<file path="src/rtl/pipe_skid_stage.sv">
// Valid/ready pipeline stage: either a two-entry skid buffer with registered
// in_ready or a single-entry stage with combinational in_ready, plus a stall counter.
module pipe_skid_stage #(
    parameter int unsigned      WIDTH   = 32,
    parameter bit               SKID_EN = 1'b1,
    parameter logic [WIDTH-1:0] BUBBLE  = '0,
    parameter int unsigned      CNT_W   = 16
) (
    input  logic             clk,
    input  logic             reset,
    input  logic             flush,
    input  logic             in_valid,
    input  logic [WIDTH-1:0] in_data,
    output logic             in_ready,
    output logic             out_valid,
    output logic [WIDTH-1:0] out_data,
    input  logic             out_ready,
    output logic [1:0]       occupancy,
    output logic [CNT_W-1:0] stall_count
);

    typedef enum logic [1:0] {
        EMPTY = 2'd0,
        ONE   = 2'd1,
        TWO   = 2'd2
    } state_t;

    state_t           state_q, state_d;
    logic [WIDTH-1:0] main_q, skid_q;
    logic             rdy_q;
    logic [CNT_W-1:0] stall_q;
    logic             push, pop;
    logic             load_main_in, load_main_skid, load_skid;

    assign out_valid   = (state_q != EMPTY);
    assign out_data    = out_valid ? main_q : BUBBLE;
    assign stall_count = stall_q;

    // Reset and flush gate acceptance combinationally in both modes.
    assign in_ready = ~reset & ~flush & (SKID_EN ? rdy_q : (~out_valid | out_ready));

    assign push = in_valid & in_ready;
    assign pop  = out_valid & out_ready;

    always_comb begin
        occupancy = 2'd0;
        case (state_q)
            ONE:     occupancy = 2'd1;
            TWO:     occupancy = 2'd2;
            default: occupancy = 2'd0;
        endcase
    end

    always_comb begin
        state_d        = state_q;
        load_main_in   = 1'b0;
        load_main_skid = 1'b0;
        load_skid      = 1'b0;
        if (flush) begin
            state_d = EMPTY;
        end else begin
            case (state_q)
                EMPTY: begin
                    if (push) begin
                        state_d      = ONE;
                        load_main_in = 1'b1;
                    end
                end
                ONE: begin
                    if (push && pop) begin
                        load_main_in = 1'b1;
                    end else if (push) begin
                        // Only reachable with the skid entry present.
                        if (SKID_EN) begin
                            state_d   = TWO;
                            load_skid = 1'b1;
                        end
                    end else if (pop) begin
                        state_d = EMPTY;
                    end
                end
                TWO: begin
                    if (pop) begin
                        state_d        = ONE;
                        load_main_skid = 1'b1;
                    end
                end
                default: state_d = EMPTY;
            endcase
        end
    end

    always_ff @(posedge clk) begin
        if (reset) begin
            state_q <= EMPTY;
            rdy_q   <= 1'b1;
            stall_q <= '0;
        end else begin
            state_q <= state_d;
            rdy_q   <= (state_d != TWO);
            if (out_valid && !out_ready && (stall_q != '1)) begin
                stall_q <= stall_q + CNT_W'(1);
            end
        end
    end

    always_ff @(posedge clk) begin
        if (!reset) begin
            if (load_main_in) begin
                main_q <= in_data;
            end else if (load_main_skid) begin
                main_q <= skid_q;
            end
            if (load_skid) begin
                skid_q <= in_data;
            end
        end
    end

endmodule
</file>
<file path="config.mk">
export PLATFORM = sky130hd
export DESIGN_NAME = pipe_skid_stage
export DESIGN_NICKNAME = d
export VERILOG_FILES = /design/src/rtl/pipe_skid_stage.sv
export SDC_FILE = /design/constraint.sdc
export NUM_CORES = 1
export LEC_CHECK = 0
export BUFFER_PORTS_ARGS = -buffer_cell sky130_fd_sc_hd__clkbuf_2
export CORE_MARGIN = 3
export CORE_UTILIZATION = 38
export DETAILED_ROUTE_END_ITERATION = 16
export PLACE_DENSITY_LB_ADDON = 0.15
export RECOVER_POWER = 25
export SYNTH_ARGS = -nofsm -noshare
export SYNTH_HDL_FRONTEND = slang
export SYNTH_SLANG_ARGS = --single-unit
</file>
<file path="constraint.sdc">
create_clock -name clk -period 4.25 [get_ports clk]
set_input_delay 0 -clock clk [delete_from_list [all_inputs] [get_ports clk]]
set_output_delay 0 -clock clk [all_outputs]
set_load 0.02 [all_outputs]
</file>
# ---- Yosys cells after proc, flatten, opt, wreduce, memory -nomap -nowiden
# Cells that the tools add are included.
dict set report totals {
  regBits 83
  in_bits 37
  out_inout_bits 52
  wordCells 46
}
dict set report classes {
  n_addsub 1
  n_eq_ne 4
  n_mux 21
  n_bitwise 6
  reduce_logical 9
}
# op n
set ops {}
lappend ops {{$mux W32} 3}
lappend ops {{$add A16 B1 Y16 const B} 1}
lappend ops {{$ne A16 B16 Y1 const B} 1}
lappend ops {{$mux W2} 6}
lappend ops {{$mux W1} 9}
lappend ops {{$pmux W2 S3} 1}
lappend ops {{$and A1 B1 Y1} 4}
lappend ops {{$pmux W2 S2} 1}
lappend ops {{$reduce_and A2 Y1} 2}
lappend ops {{$reduce_bool A2 Y1} 2}
lappend ops {{$logic_and A1 B1 Y1} 3}
lappend ops {{$eq A2 B1 Y1 const B} 1}
lappend ops {{$eq A2 B2 Y1 const B} 1}
lappend ops {{$logic_not A2 Y1} 1}
lappend ops {{$ne A2 B2 Y1 const B} 1}
lappend ops {{$not A1 Y1} 2}
lappend ops {{$pmux W1 S2} 1}
lappend ops {{$logic_not A1 Y1} 1}

# ---- Longest topological paths before layout
dict set report logic_depth {
  ltp_word 10
  ltp_mapped 5
  depth_no_buf 5
}

# ---- Least setup slack after synthesis
# OpenSTA, ideal clock, no wires.
dict set report synth_timing {
  path_kind {register to register}
  start {register state_q[0]}
  end {register skid_q[0] (enable)}
  setup_ns 0.502
  arrival_ns 3.767
  required_time_ns 3.748
  path_slack_ns -0.019
  stages_incl_launch_ff 3
  period_less_slack_ns 4.269
  path_cell_list {dfxtp_1 or2b_1 nor4_1}
}
dict set report synth_between {
  elab_chain_len 7
}
# item line
set synth_lines {}
lappend synth_lines {{start: declaration} 28} ;# state_t state_q, state_d;
lappend synth_lines {{start signal: assignment} 99} ;# state_q <= state_d;
lappend synth_lines {{$reduce_bool A2 Y1} 35} ;# assign out_valid = (state_q != EMPTY);
lappend synth_lines {{$and A1 B1 Y1} 43} ;# assign pop = out_valid & out_ready;
lappend synth_lines {{$logic_and A1 B1 Y1} 70} ;# if (push && pop) begin
lappend synth_lines {{$mux W1} 70}
lappend synth_lines {{$mux W1 (*)} 62} ;# case (state_q)
lappend synth_lines {{$mux W1 (*)} 59} ;# if (flush) begin
lappend synth_lines {{$reduce_and A2 Y1 (no source line) (*)} -}
lappend synth_lines {{end signal: assignment} 115} ;# skid_q <= in_data;
lappend synth_lines {{end: declaration} 29} ;# logic [WIDTH-1:0] main_q, skid_q;
# Every way passes the cells marked *; elsewhere a longest branch is shown, timed or not.
# A chain may end at the register's enable or synchronous reset.

# ---- Worst setup path after layout
dict set report layout_timing {
  start {register state_q[0]}
  end {register main_q[20] (data pin)}
}
dict set report layout_between {
  elab_chain_len 7
}
# item line
set layout_lines {}
lappend layout_lines {{$reduce_bool A2 Y1} 35}
lappend layout_lines {{$and A1 B1 Y1} 43}
lappend layout_lines {{$logic_and A1 B1 Y1} 70}
lappend layout_lines {{$mux W1} 70}
lappend layout_lines {{$pmux W1 S2 (*)} 62}
lappend layout_lines {{$mux W1 (*)} 59}
lappend layout_lines {{$mux W32 (*)} 109} ;# if (load_main_in) begin
lappend layout_lines {{end signal: assignment} 110} ;# main_q <= in_data;
lappend layout_lines {{end signal: assignment} 112} ;# main_q <= skid_q;
lappend layout_lines {{end: declaration} 29}
# Marks and branches as above.

==> impl_metrics.json <==
{
  "h-tree-depth": 3,
  "diodes": 0,
  "synth-seq-cells": 83,
  "maxCapViolCount": 0,
  "coreArea_um2": 9284,
  "synth_compound_area_share_pct": 6.127,
  "grt_pass1_vias": 2545,
  "max_slew_margin_pct": 40.26,
  "p_leak_nw": 1.650,
  "setup_tns_ns": 0,
  "netlist_top_cells_area": "edfxtp_1 53%, mux2_2 11%, dfxtp_1 10%, nor2b_1 6.9%, a21oi_1 1.2%",
  "final_common_cell": "edfxtp_1",
  "ys_dominant_reg_cell": "edfxtp_1",
  "ys_types": 42,
  "drt_wl_total_mm": 7.549,
  "crit_path_top_delay_cell": "nand3_2",
  "ant_nets": 0,
  "fin_util_pct": 50.93,
  "yosysWarnings": 0,
  "cts_buffer_depth": 2,
  "hold_start": "in_valid",
  "switchingPower_w": 0.0003602,
  "yosys.area_share.simple_pct": 16.52,
  "irDropWorstVdd_mv": 0.1785,
  "post_cts_buffers": 0,
  "synthCells": 261,
  "grt_usage_pct": 14.31,
  "layout_min_cycle_time_ns": 2.216,
  "clk_latency_ns": 0.35,
  "critPathKind": "reg2reg",
  "skew_ns": 0.01380,
  "synth.net_count": 299,
  "root_buffer": "clkbuf_8",
  "drive_above_1_share_pct": 28.57,
  "synth_top_family_by_area": "simple AND/OR/NAND/NOR gates",
  "power.share.switching_pct": 22.85,
  "clk_pin_slew_ns": 0.09,
  "rows": 35,
  "clkPwrFrac_pct": 35.3,
  "p_comb_share_pct": 8.3,
  "syn_area_um2": 3635,
  "finalCritPeriodShare_pct": 52.13,
  "final_cell_mix": "64 x edfxtp_1, 45 x clkbuf_1, 44 x clkbuf_2, 40 x nor2b_1, 37 x mux2_2",
  "hold_depth": 4,
  "grt_max_degree": 38,
  "ys_async_sr_fraction_pct": 0,
  "cts.sinks": 83,
  "syn_to_final_growth_pct": 30.09,
  "viasPerCell": 4.864,
  "vias": 2534,
  "p_seq_share_pct": 56.4,
  "finalPower_w": 0.001577,
  "route.detailed.drc": 0,
  "startpoint_type": "register",
  "setup_violations": 0,
  "fin_nets": 425,
  "ios": 89,
  "outcome": "finished, final reports clean",
  "drv_slew": 0,
  "intPower_w": 0.001216,
  "synth_area_per_cell_um2": 13.93,
  "ff2ff_setup_slack_ns": 2.03,
  "worst_pin_slew_ns": 0.8940,
  "critPathCaptureType": "register",
  "synth_top_cell_by_area": "edfxtp_1",
  "start_util_pct": 39.15,
  "cp_max_fo": 32,
  "fillers": 884,
  "synth_xor_area_share_pct": 0,
  "ys_seq_area_share_pct": 63.34,
  "rr_worst_depth": 3,
  "first_pass_iters": 4,
  "hold_end": "state_q[0]$_SDFF_PP0_",
  "grt_pass1_wl_mm": 12.40,
  "hold_path_class": "in2reg",
  "cts_resized": 0,
  "globalplace.congestion": 0.7458,
  "cts_tree": "done",
  "wl_per_cell_um": 14.49,
  "power_density_nw_per_um2": 333.4,
  "postCtsHoldBufs": 35,
  "synthMuxAreaShare_pct": 12.08,
  "die-area_um2": 10770,
  "cts_made_buffers": 9,
  "required_ns": 4.35,
  "synthAdderAreaFrac_pct": 0.3442,
  "grt_overflow": 0,
  "port_buffers": 88,
  "rsz0062_at_grt": "false",
  "path_cells": "or2b_1 -> nand3_2 -> mux2_2",
  "synth_edf_count": 64,
  "max_freq_ghz": 0.4514,
  "synth.top_cell.area_share_pct": 52.87,
  "fp.dieW_um": 103.8,
  "drt_iter0_drc": 113,
  "antenna_found_initial": 0,
  "arrival_ns": 2.31,
  "hold_violations": 0,
  "cp_slowest_stage_delay_ns": 0.71,
  "reg2reg_to": "main_q[20]$_DFFE_PP_",
  "dieHeight_um": 103.8,
  "dp_hpwl_mm": 4.765,
  "r2r-start": "state_q[0]$_SDFF_PP0_"
}
metal layers:
layer  wire [um]  share of wire, %  global-route usage [%]
met2        3551                47                   22.75
met4         164               2.2                   7.123
met5           0                 0                       0
met3         359               4.8                   3.988
met1        3473                46                   17.93
flip-flops by register name (all words and copies together) (netlist names):
register	count
main_q	32
stall_count	16
rdy_q	1
skid_q	32
state_q	2
logic make-up (layout without fill, tap and decap cells):
logic type | after synthesis | after routing
simple gates | 95 | 95
flops | 83 | 83
mux | 39 | 39
compound gates | 29 | 29
buf+inv | 14 | 145
fa+ha+maj | 1 | 1
synthesized netlist by cell type (all sizes together), types with 2 or more instances:
cell / number
a2111oi: 4
a211oi: 2
a21oi: 9
and2: 2
buf: 6
clkbuf: 4
dfxtp: 19
edfxtp: 64
inv: 4
mux2: 39
nand2: 9
nand3: 8
nand4: 4
nor2: 11
nor2b: 40
nor4: 7
o311ai: 3
o31ai: 4
o41ai: 3
or4: 5
worst max-delay path by stage:
stage / startpoint / to / slack (ns) / cells after the start
6_report: state_q[0]$_SDFF_PP0_ / main_q[20]$_DFFE_PP_ / 2.03 / 3
3_3_place_gp: state_q[0]$_SDFF_PP0_ / main_q[14]$_DFFE_PP_ / 2.02 / 3
2_1_floorplan: state_q[1]$_SDFF_PP0_ / main_q[0]$_DFFE_PP_ / 0.83 / 4
5_1_grt: state_q[0]$_SDFF_PP0_ / main_q[30]$_DFFE_PP_ / 1.89 / 3
4_1_cts: state_q[0]$_SDFF_PP0_ / main_q[20]$_DFFE_PP_ / 1.99 / 3
3_5_place_dp: reset / main_q[20]$_DFFE_PP_ / 1.96 / 4
through the flow:
| stage | cells | worst slack, ns | area (um^2) | hold slack, ns |
|---|---|---|---|---|
| global placement | 470 | 2.022 | 4242 | 0.1952 |
| detailed placement | 470 | 1.959 | 4242 | 0.1939 |
| global route | 521 | 1.885 | 4728 | 0.1185 |
| finish | 521 | 2.034 | 4728 | 0.09280 |
| CTS | 521 | 1.992 | 4783 | 0.07089 |
| floorplan | 261 | 0.8292 | 3641 | 0.07851 |
worst max-delay path, delay by kind of cell (launching register included):
kind | cells | cell delay (ns)
and+or+nand+nor | 2 | 0.99
muxes | 1 | 0.56
DFF | 1 | 0.40
area by class of cell:
type                       count  area, um^2  share of cell area, %
tap                          129       161.4                  3.414
sequential                    83        2302                  48.69
clock inverter                 6       63.81                  1.350
multi-input combinational    164        1308                  27.65
clock buffer                  10       127.6                  2.699
inverter                       4       15.01                 0.3175
timing repair buffer         125       750.7                  15.88
power groups by stage:
stage	sequential (W)	combinational [W]	clock [W]
floorplan	0.000908	0.0000637	0
finish	0.000889	0.000131	0.000557
global placement	0.000907	0.000110	0
detailed placement	0.000908	0.000111	0
CTS	0.000889	0.000136	0.000575
global route	0.000890	0.000144	0.000606
No activity file was read; power rests on OpenSTA's default activity.
